## src/rtl/div_unit_pkg.sv

```systemverilog
// Shared constants, types and helpers for the multi-cycle DIV/DIVU unit.
// Encodings here are kept bit-compatible with the legacy defines header.
package div_unit_pkg;

   localparam int DATA_WIDTH = 32;
   localparam int WORK_WIDTH = 2 * DATA_WIDTH + 1;
   localparam int CNT_WIDTH  = 6;

   localparam logic [CNT_WIDTH-1:0] DIV_ITERATIONS = CNT_WIDTH'(DATA_WIDTH);

   localparam logic [1:0] DIV_IDLE    = 2'b00;
   localparam logic [1:0] DIV_BY_ZERO = 2'b01;
   localparam logic [1:0] DIV_ON      = 2'b10;
   localparam logic [1:0] DIV_END     = 2'b11;

   localparam logic DIV_RESULT_READY     = 1'b1;
   localparam logic DIV_RESULT_NOT_READY = 1'b0;

   localparam logic DIV_START = 1'b1;
   localparam logic DIV_STOP  = 1'b0;

   localparam logic [7:0] EXE_DIV_OP  = 8'b0001_1010;
   localparam logic [7:0] EXE_DIVU_OP = 8'b0001_1011;

   typedef logic [WORK_WIDTH-1:0] div_work_t;

   // Per-operation context captured at start acceptance and used at completion.
   typedef struct packed {
      logic [DATA_WIDTH-1:0] divisor_abs;
      logic                  q_neg;
      logic                  r_neg;
   } div_ctx_t;

   function automatic logic [DATA_WIDTH-1:0] abs_operand(
      input logic [DATA_WIDTH-1:0] value,
      input logic                  signed_op
   );
      return (signed_op && value[DATA_WIDTH-1]) ? (~value + 1'b1) : value;
   endfunction

   function automatic logic [DATA_WIDTH-1:0] apply_sign(
      input logic [DATA_WIDTH-1:0] magnitude,
      input logic                  negate
   );
      return negate ? (~magnitude + 1'b1) : magnitude;
   endfunction

   function automatic logic is_div_aluop(input logic [7:0] aluop);
      return (aluop == EXE_DIV_OP) || (aluop == EXE_DIVU_OP);
   endfunction

endpackage

```

## src/rtl/div_unit_if.sv

```systemverilog
// Handshake and data bundle between the EX stage (master) and div_unit (slave).
interface div_unit_if;
   import div_unit_pkg::*;

   logic                    signed_div_in;
   logic [DATA_WIDTH-1:0]   dividend_in;
   logic [DATA_WIDTH-1:0]   divisor_in;
   logic                    start_in;
   logic                    annul_in;
   logic [2*DATA_WIDTH-1:0] result_out;
   logic                    ready_out;

   modport master (
      output signed_div_in,
      output dividend_in,
      output divisor_in,
      output start_in,
      output annul_in,
      input  result_out,
      input  ready_out
   );

   modport slave (
      input  signed_div_in,
      input  dividend_in,
      input  divisor_in,
      input  start_in,
      input  annul_in,
      output result_out,
      output ready_out
   );

endinterface

```

## src/rtl/div_unit_step.sv

```systemverilog
// One restoring-division iteration: trial subtract of |divisor| from the upper
// window, then shift in the quotient bit.
module div_step
   import div_unit_pkg::*;
(
   input  div_work_t             work_in,
   input  logic [DATA_WIDTH-1:0] divisor_abs,
   output div_work_t             work_out
);

   logic [DATA_WIDTH:0] diff;
   logic                step_unused;

   // Bit 64 is the previous remainder MSB and is shifted out every iteration.
   assign step_unused = work_in[WORK_WIDTH-1];

   always_comb begin
      diff = {1'b0, work_in[2*DATA_WIDTH-1:DATA_WIDTH]} - {1'b0, divisor_abs};
      if (diff[DATA_WIDTH]) begin
         work_out = {work_in[2*DATA_WIDTH-1:0], 1'b0};
      end else begin
         work_out = {diff[DATA_WIDTH-1:0], work_in[DATA_WIDTH-1:0], 1'b1};
      end
   end

endmodule

```

## src/rtl/div_unit.sv

```systemverilog
// Multi-cycle 32-bit radix-2 restoring divider for DIV/DIVU; returns
// {remainder, quotient} for the HI/LO write path.
module div_unit
   import div_unit_pkg::*;
(
   input  logic       clk,
   input  logic       rst_n,
   div_unit_if.slave  bus
);

   logic [1:0]              state;
   logic [CNT_WIDTH-1:0]    cnt;
   div_work_t               work;
   div_work_t               work_next;
   div_ctx_t                ctx;
   logic [2*DATA_WIDTH-1:0] result;
   logic                    ready;

   logic                    start_req;
   logic [DATA_WIDTH-1:0]   dividend_abs;
   logic [DATA_WIDTH-1:0]   divisor_abs_in;
   logic [DATA_WIDTH-1:0]   quotient;
   logic [DATA_WIDTH-1:0]   remainder;

   assign start_req      = (bus.start_in == DIV_START) && !bus.annul_in;
   assign dividend_abs   = abs_operand(bus.dividend_in, bus.signed_div_in);
   assign divisor_abs_in = abs_operand(bus.divisor_in, bus.signed_div_in);

   // Final sign fix-up; negation wraps mod 2^32 so 0x80000000 / -1 stays 0x80000000.
   assign quotient  = apply_sign(work[DATA_WIDTH-1:0], ctx.q_neg);
   assign remainder = apply_sign(work[WORK_WIDTH-1:DATA_WIDTH+1], ctx.r_neg);

   div_step u_step (
      .work_in     (work),
      .divisor_abs (ctx.divisor_abs),
      .work_out    (work_next)
   );

   always_ff @(posedge clk) begin
      if (!rst_n) begin
         state  <= DIV_IDLE;
         cnt    <= '0;
         work   <= '0;
         ctx    <= '0;
         result <= '0;
         ready  <= DIV_RESULT_NOT_READY;
      end else begin
         case (state)
            DIV_IDLE: begin
               if (start_req) begin
                  if (bus.divisor_in == '0) begin
                     state <= DIV_BY_ZERO;
                  end else begin
                     state           <= DIV_ON;
                     work            <= {{DATA_WIDTH{1'b0}}, dividend_abs, 1'b0};
                     cnt             <= '0;
                     ctx.divisor_abs <= divisor_abs_in;
                     ctx.q_neg       <= bus.signed_div_in &
                                        (bus.dividend_in[DATA_WIDTH-1] ^ bus.divisor_in[DATA_WIDTH-1]);
                     ctx.r_neg       <= bus.signed_div_in & bus.dividend_in[DATA_WIDTH-1];
                  end
               end
            end

            DIV_BY_ZERO: begin
               if (bus.annul_in) begin
                  state <= DIV_IDLE;
               end else begin
                  state  <= DIV_END;
                  result <= '0;
                  ready  <= DIV_RESULT_READY;
               end
            end

            DIV_ON: begin
               if (bus.annul_in) begin
                  state <= DIV_IDLE;
                  cnt   <= '0;
                  work  <= '0;
               end else if (cnt == DIV_ITERATIONS) begin
                  state  <= DIV_END;
                  result <= {remainder, quotient};
                  ready  <= DIV_RESULT_READY;
               end else begin
                  work <= work_next;
                  cnt  <= cnt + 1'b1;
               end
            end

            DIV_END: begin
               // Result is held until EX drops start, which acknowledges consumption.
               if (bus.annul_in || (bus.start_in == DIV_STOP)) begin
                  state  <= DIV_IDLE;
                  result <= '0;
                  ready  <= DIV_RESULT_NOT_READY;
               end
            end

            default: begin
               state  <= DIV_IDLE;
               result <= '0;
               ready  <= DIV_RESULT_NOT_READY;
            end
         endcase
      end
   end

   assign bus.result_out = result;
   assign bus.ready_out  = ready;

endmodule
```

## src/flat_wrapper.sv

```systemverilog
// flat-port wrapper written by rule: the top's interface ports become plain ports
module div_unit_flat import div_unit_pkg::*;
  (clk, rst_n, bus_signed_div_in, bus_dividend_in, bus_divisor_in, bus_start_in, bus_annul_in, bus_result_out, bus_ready_out);
  div_unit_if bus_i ();
  input  logic clk;
  input  logic rst_n;
  input wire logic [$bits(bus_i.signed_div_in)-1:0] bus_signed_div_in;
  input wire logic [$bits(bus_i.dividend_in)-1:0] bus_dividend_in;
  input wire logic [$bits(bus_i.divisor_in)-1:0] bus_divisor_in;
  input wire logic [$bits(bus_i.start_in)-1:0] bus_start_in;
  input wire logic [$bits(bus_i.annul_in)-1:0] bus_annul_in;
  output wire logic [$bits(bus_i.result_out)-1:0] bus_result_out;
  output wire logic [$bits(bus_i.ready_out)-1:0] bus_ready_out;
  assign bus_i.signed_div_in = bus_signed_div_in;
  assign bus_i.dividend_in = bus_dividend_in;
  assign bus_i.divisor_in = bus_divisor_in;
  assign bus_i.start_in = bus_start_in;
  assign bus_i.annul_in = bus_annul_in;
  assign bus_result_out = bus_i.result_out;
  assign bus_ready_out = bus_i.ready_out;
  div_unit u_core (.clk(clk), .rst_n(rst_n), .bus(bus_i));
endmodule
```

## config.mk

```make
export PLATFORM = sky130hd
export DESIGN_NAME = div_unit_flat
export DESIGN_NICKNAME = d
export VERILOG_FILES = /design/src/rtl/div_unit_pkg.sv /design/src/rtl/div_unit_if.sv /design/src/rtl/div_unit_step.sv /design/src/rtl/div_unit.sv /design/src/flat_wrapper.sv
export SDC_FILE = /design/constraint.sdc
export NUM_CORES = 1
export LEC_CHECK = 0
export ABC_AREA = 1
export ABC_CLOCK_PERIOD_IN_PS = 2170
export BUFFER_PORTS_ARGS = -buffer_cell sky130_fd_sc_hd__clkbuf_2
export CAP_MARGIN = 0
export CORE_AREA = 5 5 191 193
export DETAILED_ROUTE_END_ITERATION = 6
export DIE_AREA = 0 0 196 198
export GPL_TIMING_DRIVEN = 0
export PLACE_DENSITY = 0.58
export SLEW_MARGIN = 20
export SYNTH_ARGS = -nofsm -noshare
export SYNTH_HDL_FRONTEND = slang
export SYNTH_SLANG_ARGS = --single-unit
```

## constraint.sdc

```tcl
create_clock -name clk -period 2.17 [get_ports clk]
set_clock_uncertainty 0.05 [all_clocks]
set_input_delay 0.434 -clock clk [delete_from_list [all_inputs] [get_ports clk]]
set_output_delay 0.434 -clock clk [all_outputs]
set_load 0.02 [all_outputs]
```

==> Implementation_results.wiki <==
{| class="wikitable"
! Metric !! Value
|-
| Run status || finished with violations
|-
| Violations in the final reports || setup timing
|-
| Avg Inst Size Synth || 5.85 µm²
|-
| Chip Width || 196 µm
|-
| Number of cells on the critical path || 14
|-
| Number of max-capacitance violations reported || 0
|-
| Count of yosys warnings during synthesis || 0
|-
| Post-layout utilization of the core || 0.465
|-
| Class of the tightest hold or removal check || in2reg
|-
| Fraction of layout cells with a size suffix above 1 || 0.175
|-
| Net count, final || 2483
|-
| # fillers || 3755
|-
| Drc violations || 0
|-
| CTS root buffer || clkbuf_16
|-
| Sequential share of the synthesized area || 0.267
|-
| Clock latency at the later pin of the worst-skew pair || 0.46 ns
|-
| Count of pins over their slew limit || 0
|-
| Sum of buffers and inverters on the critical path || 2
|-
| Mapped cell area || 0.0129 mm²
|-
| Port Buffer Count || 132
|-
| Commonest non-fill, non-tap cell in the layout || nand2_1
|-
| Cell chain of the critical path || inv_6, ha_4, fa_2, o21ai_2, nand3_2, nand2_2, nand2_2, nand2_4, nand2_4, nand2_8, buf_12, nand3_4, nand3_2, a21oi_2
|-
| Setup repair after global routing missed its margin || yes
|-
| Initial cell density of the core || 0.375
|-
| Instance count of the mapped netlist || 2204
|-
| I/O pin cnt || 134
|-
| Critical Path Start Type || flop
|-
| Placement row count || 68
|-
| Vias per inst || 5.16
|-
| Maximum single-stage delay on the critical path || 0.39 ns
|-
| Peak fanout along the critical path || 7
|-
| GR Util All Layers || 0.239
|-
| Standard cell with the maximum stage delay on the critical path || dfxtp_4
|-
| Num Clock Sinks || 172
|-
| Standby leakage power || 0.00770 µW
|-
| Via count of the first global-routing pass || 13400
|-
| Tot Pwr || 16000 µW
|-
| Number of enable-type register cells in the synthesized netlist || 0
|-
| Vias after detailed routing || 14600
|-
| Maximum number of pins on one net before global-route repair || 17
|-
| Final hold vios || 0
|-
| Flip-flop and latch count after synthesis || 172
|-
| Worst-case setup slack after placement || -0.848 ns
|-
| Slew at the pin with the worst max-slew slack || 0.732 ns
|-
| Worst reg-to-reg setup slack || -0.1 ns
|-
| Count of hold-fix buffers inserted at cts || 0
|-
| CTS tree || done
|-
| Hold Path Stages || 3
|-
| Final clock period utilization by the worst path || 1.05
|-
| Final HPWL from detailed placement || 38700 µm
|-
| Maximum number of buffers from clock root to sink || 2
|-
| Layout Area Growth over Synthesis || 23.8%
|-
| Die area || 0.0388 mm²
|-
| Data arrival time of the critical path || 2.53 ns
|-
| Fmax || 0.441 GHz
|-
| Worst voltage drop across the vdd grid || 0.000604 V
|-
| Placeable core area || 0.0344 mm²
|-
| Minimum clock period || 2.27 ns
|-
| Worst setup path category || reg2reg
|-
| Async SR Flop Fraction || 0
|-
| Critical path endpoint category || flop
|-
| Synthesized netlist net count || 2317
|-
| Relative slew slack || 0.512
|-
| Setup violation total in the final timing report || 33
|-
| Grt ovf || 0
|-
| Number of antenna violations at the first check in global routing || 0
|-
| Slack of the critical path || -0.0988 ns
|-
| Drt wl/cell || 17.0 µm
|-
| Global-route wire length before repair || 73700 µm
|-
| Overall die height || 198 µm
|-
| Required @ worst endpoint || 2.44 ns
|-
| Number of cell instances on the worst register-to-register path || 14
|-
| Number of buffers created by CTS || 17
|-
| Clock transition at the register clock pins on the worst setup and hold paths after CTS || 0.08 ns
|-
| Primary flip-flop cell chosen by synthesis mapping || dfxtp_1
|-
| Family with the most delay on the worst path || simple AND/OR/NAND/NOR gates
|-
| Worst hold slack across all endpoints || 0.209 ns
|-
| Placed Instance Area || 0.0141 mm²
|-
| WL final || 48100 µm
|-
| GPL Wtd Cong || 0.947
|-
| Most frequent cells in the layout || 605 x nand2_1, 315 x inv_1, 208 x a21oi_1
|-
| DRT Pass-1 Iters || 5
|-
| Maximum level of the CTS H-tree || 4
|-
| Pwr/cell area || 1000 mW/mm²
|-
| Layout Cell Area excl Fill || 0.0160 mm²
|-
| Number of nets with antenna violations after detailed routing || 0
|-
| Distinct cells, synth || 49
|-
| 1st-iter DRT viols || 1131
|-
| Diodes inserted || 0
|}
area by class of cell:
class | instances | area (µm²) | share of cell area
multi-input combinational | 1620 | 8680 | 0.543
clock inverter | 15 | 184 | 0.0115
tap | 455 | 569 | 0.0356
sequential | 172 | 3480 | 0.218
inverter | 329 | 1240 | 0.0778
clock buffer | 17 | 425 | 0.0266
timing repair buffer | 150 | 890 | 0.0557
buffer | 80 | 500 | 0.0313
worst reg2reg max path, delay by kind of cell (launching register included):
| family | cells | cell delay [ns] |
|---|---|---|
| AOI/OAI and AO/OA | 2 | 0.21 |
| adders and majority gates | 2 | 0.51 |
| buffers and inverters | 2 | 0.21 |
| DFF | 1 | 0.39 |
| and+or+nand+nor | 8 | 0.73 |
state kept, by name, indices dropped and copies added, names as in the netlist:
signal and count:
u_core.cnt 6, u_core.bus.result_out 64, u_core.ctx 34, u_core.work 65
u_core.bus.ready_out 1, u_core.state 2
power breakdown:
| part | total (µW) | switching, µW | internal [µW] |
|---|---|---|---|
| clock network | 3250 | 1420 | 1830 |
| logic | 8440 | 5670 | 2780 |
| registers | 4280 | 580 | 3700 |
kinds of logic (layout without fill, tap and decap cells):
kind of cell,count (synthesis),after routing,synth area share
flops,172,172,0.267
buf+inv,412,591,0.125
fa+ha+maj,44,44,0.0432
xor+xnor,55,55,0.0373
simple gates,1143,1143,0.374
compound gates,378,378,0.154
layer usage:
metal,wire [µm],track usage
met1,23300,0.348
met3,2370,0.0267
met5,0,0
met2,21400,0.374
met4,1080,0.0721
Yosys cell counts (2+ instances only):
master / instances / area share
o21ai_1: 7 / 0.0027
o22ai_1: 7 / 0.0034
nand2_1: 632 / 0.18
nor4_1: 6 / 0.0029
o21a_1: 2 / 0.0012
xnor2_1: 19 / 0.013
buf_4: 3 / 0.0017
clkinv_1: 2 / 0.00058
a21boi_1: 2 / 0.0012
nor2_4: 2 / 0.0017
dfxtp_1: 172 / 0.27
o21ai_0: 111 / 0.043
nand3_1: 252 / 0.098
and2_1: 2 / 0.00097
xor2_1: 36 / 0.024
a21oi_1: 220 / 0.085
nor2_1: 180 / 0.052
nand3b_1: 4 / 0.0023
ha_1: 43 / 0.042
clkbuf_1: 42 / 0.012
nand2_2: 3 / 0.0015
inv_2: 5 / 0.0015
a21boi_0: 3 / 0.0017
buf_2: 32 / 0.012
nor3_1: 19 / 0.0074
a21o_1: 2 / 0.0012
nand4_1: 22 / 0.011
a211oi_1: 3 / 0.0017
buf_1: 4 / 0.0012
buf_6: 2 / 0.0017
o31ai_1: 3 / 0.0017
o211ai_1: 9 / 0.0052
or2_2: 11 / 0.0053
inv_1: 322 / 0.094
nor2_2: 2 / 0.00097
and3_1: 2 / 0.00097
a31oi_1: 4 / 0.0019
metrics by stage:
stage	setup TNS, ns	instances
final	-2.17	2838
after global routing	-4.82	2838
after CTS	-2.28	2838
after detailed placement	-37.17	2791
after global placement	-36.28	2791
after floorplan	0	2204
worst paths after layout:
| check | startpoint | endpoint |
|---|---|---|
| max | u_core.work[32] | u_core.work[50] |
| min | bus_divisor_in[0] | u_core.ctx[2] |
| max reg2reg | u_core.work[32] | u_core.work[50] |
| min reg2reg | u_core.bus.result_out[36] | u_core.bus.result_out[36] |
repair_timing:
item                                    CTS  global route
cloned                                    2             1
pin swaps                                20            24
endpoints found under the setup margin   84           148
setup buffers                            13             2
gates resized for setup                 118           151
Note: power is estimated with default switching activity, not from simulation.
